<file path="src/rtl/mem_lsu.sv">
// mem_lsu: memory-access stage between execute and writeback.
// Turns the ALU result into a data address and drives a req/gnt/rvalid
// memory port. Handles store byte-lane alignment and load sign/zero
// extension. Produces a registered writeback bundle, an upstream stall
// and the PC-redirect decision.
//
// Ports
//   i_clk, i_rst          clock (rising edge), synchronous active-high reset
//   i_valid               instruction present in stage
//   i_resultALU           ALU result / effective address
//   i_storeData           rs2 data for stores
//   i_outAddr, i_zero     branch target and branch/forced-jump condition
//   i_ctrlMEM             [5] branch, [4] memRead, [3] memWrite, [2:0] funct3
//   o_stall               hold upstream (inputs held stable while high)
//   o_pcSrc, o_branchAddr combinational redirect decision and target
//   o_mem*, i_mem*        data-memory request/grant/rvalid port
//   o_valid, o_resultALU, o_loadData, o_misaligned, o_busErr
//                         registered writeback bundle (flags qualified by o_valid)
module mem_lsu #(
    parameter int unsigned TIMEOUT = 16
) (
    input  logic        i_clk,
    input  logic        i_rst,
    input  logic        i_valid,
    input  logic [31:0] i_resultALU,
    input  logic [31:0] i_storeData,
    input  logic [31:0] i_outAddr,
    input  logic        i_zero,
    input  logic [5:0]  i_ctrlMEM,
    output logic        o_stall,
    output logic        o_pcSrc,
    output logic [31:0] o_branchAddr,
    output logic        o_memReq,
    output logic        o_memWe,
    output logic [31:0] o_memAddr,
    output logic [3:0]  o_memBe,
    output logic [31:0] o_memWdata,
    input  logic        i_memGnt,
    input  logic        i_memRvalid,
    input  logic [31:0] i_memRdata,
    output logic        o_valid,
    output logic [31:0] o_resultALU,
    output logic [31:0] o_loadData,
    output logic        o_misaligned,
    output logic        o_busErr
);

    localparam int unsigned CNT_W = 8;

    typedef enum logic [1:0] {
        IDLE,
        REQ,
        WAIT_R
    } state_t;

    state_t             state_q, state_d;
    logic [CNT_W-1:0]   cnt_q, cnt_d;

    logic               branch, mem_read, mem_write;
    logic [2:0]         funct3;
    logic [1:0]         off;
    logic               is_byte, is_half, aligned, mem_op, mem_go;
    logic               req_c, complete_c, abort_c, timeout_c;
    logic [3:0]         be_c;
    logic [31:0]        wdata_c, shifted, ext_c;

    logic               valid_d, mis_d, err_d;
    logic [31:0]        result_d, load_d;

    // Control decode; memRead and memWrite together is not a memory op
    assign branch    = i_ctrlMEM[5];
    assign mem_read  = i_ctrlMEM[4];
    assign mem_write = i_ctrlMEM[3];
    assign funct3    = i_ctrlMEM[2:0];
    assign off       = i_resultALU[1:0];
    assign is_byte   = (funct3[1:0] == 2'b00);
    assign is_half   = (funct3[1:0] == 2'b01);
    assign aligned   = is_byte | (is_half & ~off[0]) | (~is_byte & ~is_half & (off == 2'b00));
    assign mem_op    = i_valid & (mem_read ^ mem_write);
    assign mem_go    = mem_op & aligned;

    // Branch redirect is independent of the memory stall
    assign o_pcSrc      = i_valid & branch & i_zero;
    assign o_branchAddr = i_outAddr;

    // Store lane steering
    always_comb begin
        be_c    = 4'b1111;
        wdata_c = i_storeData;
        if (is_byte) begin
            be_c    = 4'(4'b0001 << off);
            wdata_c = {4{i_storeData[7:0]}};
        end else if (is_half) begin
            be_c    = 4'(4'b0011 << off);
            wdata_c = {2{i_storeData[15:0]}};
        end
    end

    assign o_memAddr  = {i_resultALU[31:2], 2'b00};
    assign o_memWe    = mem_write;
    assign o_memBe    = be_c;
    assign o_memWdata = wdata_c;

    // Load lane extraction and extension; funct3[2] selects zero-extension
    assign shifted = i_memRdata >> {off, 3'b000};

    always_comb begin
        ext_c = shifted;
        if (is_byte) begin
            ext_c = {{24{~funct3[2] & shifted[7]}}, shifted[7:0]};
        end else if (is_half) begin
            ext_c = {{16{~funct3[2] & shifted[15]}}, shifted[15:0]};
        end
    end

    // cnt_q counts cycles already spent on the transaction, including the
    // IDLE cycle in which the request was first presented.
    assign timeout_c = (cnt_q == CNT_W'(TIMEOUT - 1));

    // Next-state and transaction control
    always_comb begin
        state_d    = state_q;
        cnt_d      = cnt_q;
        req_c      = 1'b0;
        complete_c = 1'b0;
        abort_c    = 1'b0;
        case (state_q)
            IDLE: begin
                if (mem_go) begin
                    req_c = 1'b1;
                    if (i_memGnt && mem_write) begin
                        complete_c = 1'b1;
                    end else begin
                        state_d = i_memGnt ? WAIT_R : REQ;
                        cnt_d   = CNT_W'(1);
                    end
                end else if (i_valid) begin
                    complete_c = 1'b1;
                end
            end
            REQ: begin
                req_c = 1'b1;
                if (i_memGnt && mem_write) begin
                    complete_c = 1'b1;
                    state_d    = IDLE;
                end else if (timeout_c) begin
                    abort_c = 1'b1;
                    state_d = IDLE;
                end else begin
                    cnt_d = cnt_q + CNT_W'(1);
                    if (i_memGnt) begin
                        state_d = WAIT_R;
                    end
                end
            end
            WAIT_R: begin
                if (i_memRvalid) begin
                    complete_c = 1'b1;
                    state_d    = IDLE;
                end else if (timeout_c) begin
                    abort_c = 1'b1;
                    state_d = IDLE;
                end else begin
                    cnt_d = cnt_q + CNT_W'(1);
                end
            end
            default: begin
                state_d = IDLE;
            end
        endcase
    end

    assign o_memReq = req_c & ~i_rst;
    assign o_stall  = mem_go & ~(complete_c | abort_c);

    // Writeback bundle next values
    always_comb begin
        valid_d  = complete_c | abort_c;
        mis_d    = (state_q == IDLE) & mem_op & ~aligned;
        err_d    = abort_c;
        result_d = valid_d ? i_resultALU : o_resultALU;
        load_d   = 32'h0;
        if ((state_q == WAIT_R) && i_memRvalid) begin
            load_d = ext_c;
        end
    end

    // State and writeback registers
    always_ff @(posedge i_clk) begin
        if (i_rst) begin
            state_q      <= IDLE;
            cnt_q        <= '0;
            o_valid      <= 1'b0;
            o_resultALU  <= 32'h0;
            o_loadData   <= 32'h0;
            o_misaligned <= 1'b0;
            o_busErr     <= 1'b0;
        end else begin
            state_q      <= state_d;
            cnt_q        <= cnt_d;
            o_valid      <= valid_d;
            o_resultALU  <= result_d;
            o_loadData   <= load_d;
            o_misaligned <= mis_d;
            o_busErr     <= err_d;
        end
    end

endmodule

</file>
<file path="config.mk">
export PLATFORM = sky130hd
export DESIGN_NAME = mem_lsu
export DESIGN_NICKNAME = d
export VERILOG_FILES = /design/src/rtl/mem_lsu.sv
export SDC_FILE = /design/constraint.sdc
export NUM_CORES = 1
export LEC_CHECK = 0
export CAP_MARGIN = 25
export CORE_MARGIN = 2
export CORE_UTILIZATION = 32
export CTS_CLUSTER_DIAMETER = 200
export DETAILED_ROUTE_END_ITERATION = 12
export GPL_ROUTABILITY_DRIVEN = 0
export PLACE_DENSITY = 0.78
export SYNTH_ARGS = -nofsm -noshare
export SYNTH_HDL_FRONTEND = slang
export SYNTH_SLANG_ARGS = --single-unit
</file>
<file path="constraint.sdc">
create_clock -name i_clk -period 2.7 [get_ports i_clk]
set_input_delay 0.54 -clock i_clk [delete_from_list [all_inputs] [get_ports i_clk]]
set_output_delay 0.54 -clock i_clk [all_outputs]
set_load 0.1 [all_outputs]
</file>
* After elaboration in Yosys (flattened, before gate mapping)
Index checks and enable logic that the tools add are counted.
Word-level totals: register bits after elaboration 77, latch bits 0, RAM bits 0, bits in read-only memories 0, output and inout port bits 171, word-level logic and storage cells 87, memories 0
Operators by class: add/subtract/negate cells 1, $mul 0, divide/modulo/power cells 0, magnitude comparators 0, eq/ne operators 10, shifts and indexed selects 3, muxes and demuxes 32, bitwise logic cells 25, reductions and logical operators 9
Operator list (count):
- $mux W32 | 4
- $mux W8 | 5
- $shr A32 B5 Y32 | 1
- $pmux W8 S3 | 1
- $mux W2 | 8
- $and A1 B1 Y1 | 13
- $add A8 B1 Y8 const B | 1
- $eq A8 B4 Y1 const B | 1
- $mux W1 | 8
- $mux W4 | 2
- $ne A2 B2 Y1 const B | 4
- $not A1 Y1 | 8
- $logic_not A2 Y1 | 3
- $pmux W2 S3 | 1
- $reduce_and A5 Y1 | 1
- $eq A2 B1 Y1 const B | 2
- $ne A4 B4 Y1 const B | 1
- $pmux W1 S2 | 2
- $reduce_and A4 Y1 | 1
- $shl A1 B2 Y4 const A | 1
- $shl A2 B2 Y4 const A | 1
- $ne A3 B3 Y1 const B | 1
- $or A1 B1 Y1 | 3
- $pmux W1 S3 | 1
- 5 further kinds | 6

* Longest topological paths before layout
depth in word-level cells 11, mapped depth 9

* Worst setup path after synthesis
OpenSTA, ideal clock, no wires.
path type input to output, start input i_ctrlMEM[0], end output o_memWdata[24], data arrival time 3315 ps, data required time 2160 ps, path slack -1155 ps, stages 4, buffers on the path 2, cell sequence clkbuf_8 > clkbuf_1 > mux2i_1 > o21ai_0
On the way: cells in the longest elaborated chain, start to end 3
RTL lines:
- from (decl) | line 29 | input logic [5:0] i_ctrlMEM,
- $eq A2 B1 Y1 | line 77 | assign is_half = (funct3[1:0] == 2'b01);
- $mux W32 | line 93 | end else if (is_half) begin
- $mux W32 * | line 90 | if (is_byte) begin
- to (decl) | line 37 | output logic [31:0] o_memWdata,
Mark *: on every way between the ends. The rest lies on a longest branch, timed or not.

* Final worst setup path
start register cnt_q[1], end output o_stall
On the way: cells in the longest elaborated chain, start to end 7
RTL lines:
- from (decl) | line 57 | logic [CNT_W-1:0] cnt_q, cnt_d;
- from (signal assigned) | line 200 | cnt_q <= cnt_d;
- $eq A8 B4 Y1 * | line 118 | assign timeout_c = (cnt_q == CNT_W'(TIMEOUT - 1));
- $mux W1 * | line 146, 160
- $mux W1 (on tied branches) | line 157, 143
- $pmux W1 S2 * | line 127 | case (state_q)
- $or A1 B1 Y1 * | line 174 | assign o_stall = mem_go & ~(complete_c | abort_c);
- $not A1 Y1 * | line 174
- $and A1 B1 Y1 * | line 174
- to (decl) | line 30 | output logic o_stall,
Marked as above.

==> out/metrics.cfg <==
[routing]
wire_per_inst_um = 17.29
wirelength_mm = 15.18
final_antenna_net_count = 0
viasPerCell = 4.877
drcViolationCount = 0
firstDrtPassIters = 4
vias = 4282
first_iter_violations = 309

[job]
maxCapViolations = 0

[logic_synthesis]
synth_common_cells = dfxtp_1, buf_4, nand2_1
ys_seq_area_share_pct = 35.06
synthMuxAreaShare_pct = 17.79
synthSimpleGateAreaFrac_pct = 16.45
synth.distinct_cells = 50
netlist_area_um2 = 4397
synth_edf_count = 0
avgSynthCellArea_um2 = 8.604
yosys_warnings = 0
synth-xor-area-share_pct = 0.3984
yosysTopAreaCellShare_pct = 35.06
ys_top_cells_by_area = dfxtp_1, mux2i_1, buf_4, nand2_1, nor2_1
synth_flop_cell = dfxtp_1
synth_compound_area_share_pct = 10.64
synth_top_family_by_area = multiplexers
syn_inst = 511
synthAdderAreaFrac_pct = 2.561
synth_most_common_cell = dfxtp_1
ys_seq_elements = 77
synth_top_cell_by_area = dfxtp_1
synthArstFlopShare_pct = 0

[min_path]
min_path_type = register to register
min_from = o_resultALU[27]$_SDFFE_PP0P_
hold_depth = 2
hold_end = o_resultALU[27]$_SDFFE_PP0P_

[clocking]
insertion_delay_ns = 0.33
root_buffer = clkbuf_16
cts_max_path_buffers = 2
cts_htree_levels = 3
cts_num_sinks = 77
holdBufCountCts = 0
cts_tree = done
path_clk_slew_ns = 0.05
cts_buffers = 9

[timing]
fin_setup_tns_ns = 0
fmax_ghz = 0.3746
drv_slew = 0
final-hold-violation-count = 0
tightestPinTransition_ns = 0.5367
clock_skew_ns = 0.008928
fin_ws_ns = 0.03018
period_minus_slack_ns = 2.670
rsz0062_at_grt = true
setup_viol = 0
slew_headroom_pct = 64.22
finalCritPeriodShare_pct = 98.88

[final_layout]
drive_above_1_share_pct = 34.19
area_growth_syn_to_layout_pct = 71.51
diodes = 0
final_cells = 878
nNetsFinal = 847
final_util_pct = 56.50

[setup_path]
cp-end-kind = output pin
critical_path.startpoint = cnt_q[1]$_SDFFE_PP0P_
crit_type = register to output pin
worstPathRequired_ns = 2.16
rr_worst_depth = 10
start_kind = register
ff2ff_setup_slack_ns = 0.39
r2r_end = o_resultALU[26]$_SDFFE_PP0P_
crit_arrival_ns = 2.13
path_max_fanout = 5
r2r-start = state_q[0]$_SDFFE_PP0P_

[floorplan]
die_h_um = 121.2
num_io_pins = 311
die_area_um2 = 14690
die_x_um = 121.2
start_util_pct = 32.94
fp-row-count = 42
fp.coreArea_um2 = 13350

[global_route]
grt_max_degree = 35
antenna_found_initial = 0
globalRoute.totalOverflow = 0
grt_use_total_pct = 19.90
grt_pass1_vias = 4379
grt_pass1_wl_mm = 22.77

[placed_design]
io_buffers = 244
place_ws_ns = -0.2687
placedCellCount = 856
dp_hpwl_mm = 12.30

[power_and_ir_drop]
p_per_area_nw_per_um2 = 773.7
irDropWorstVdd_mv = 0.3165
leakage_nw = 3.362

[status]
outcome = completed

[worst max-delay path by stage]
| stage | endpoint | cells after the start |
|---|---|---|
| 2_1_floorplan | o_stall | 7 |
| 3_3_place_gp | o_memReq | 8 |
| 3_5_place_dp | o_memReq | 8 |
| 4_1_cts | o_stall | 7 |
| 5_1_grt | o_stall | 7 |
| 6_report | o_stall | 7 |
[cell usage in the layout (no fill, tap or decap), drive strengths merged, types with 2 or more instances in the layout]
cell type and instances:
dfxtp 77, mux2 17, clkdlybuf4s50 101, nor2b 5, or3 7, a2111oi 2
nand2b 4, clkbuf 9, mux2i 59, or2 2, nand3 3, inv 5
buf 171, nand4 2, and2 4, nand3b 3, a21oi 32, conb 2
a211oi 9, ha 9, clkinv 5, o21ai 22, nand2 68, nand4b 2
dlygate4sd2 6, a211o 2, nor2 56
[flip-flops by register name (all words and copies together), names as in the netlist]
register	cells
o_busErr	1
o_resultALU	32
o_valid	1
state_q	2
cnt_q	8
o_loadData	32
o_misaligned	1
[power by group]
part,internal (mW),total [mW],switching [mW]
combinational,1.07,3.33,2.26
sequential,1.30,1.41,0.111
clock,0.616,1.09,0.472
[final cells by class]
cell class                      count  area [um^2]
Clock buffer                        9        225.2
Clock inverter                      6        40.04
Fill cell                        1147         5807
Inverter                            5        22.52
Tap cell                          176        220.2
Multi-Input combinational cell    327         2246
Timing Repair Buffer              278         3239
Sequential cell                    77         1548
[per-stage QoR]
step / area (um^2) / hold WS, ns / power, mW
global route: 7541 / 0.5333 / 6.078
global placement: 7129 / 0.4789 / 4.596
CTS: 7483 / 0.5021 / 5.835
finish: 7541 / 0.4989 / 5.835
detailed placement: 7129 / 0.4885 / 4.667
floorplan: 4458 / 0.4658 / 4.042
[layer usage]
| metal | GRT usage (%) | vias up | part of all wire (%) | wire length, um |
|---|---|---|---|---|
| met3 | 5.733 | 31 | 9.0 | 1365 |
| met4 | 7.040 | 0 | 2.0 | 300 |
| li1 | - | 2024 | - | - |
| met5 | 0 | - | 0 | 0 |
| met1 | 21.28 | 1997 | 36 | 5448 |
| met2 | 37.01 | 230 | 53 | 8067 |
[repair_timing]
item	in CTS	in global routing
gates cloned	0	0
setup buffers	4	3
gates resized for setup	22	7
setup endpoints to repair	12	7
pin swaps	3	0
[kinds of logic (layout without fill, tap and decap cells)]
family / Yosys count / count (layout)
adders and majority gates: 9 / 9
buffers and inverters: 108 / 298
and+or+nand+nor: 162 / 162
AOI/OAI and AO/OA: 76 / 76
xor gates and xnor gates: 2 / 2
muxes: 76 / 76
other: 1 / 2
DFF: 77 / 77
[worst max-delay path, stage by stage, from the launching register on]
cell,delay [ns]
dfxtp_1,0.45
ha_4,0.20
nand4b_1,0.22
a2111oi_4,0.34
buf_4,0.19
a211oi_4,0.04
and4_4,0.20
buf_12,0.16
No activity file was read; power rests on OpenSTA's default activity.
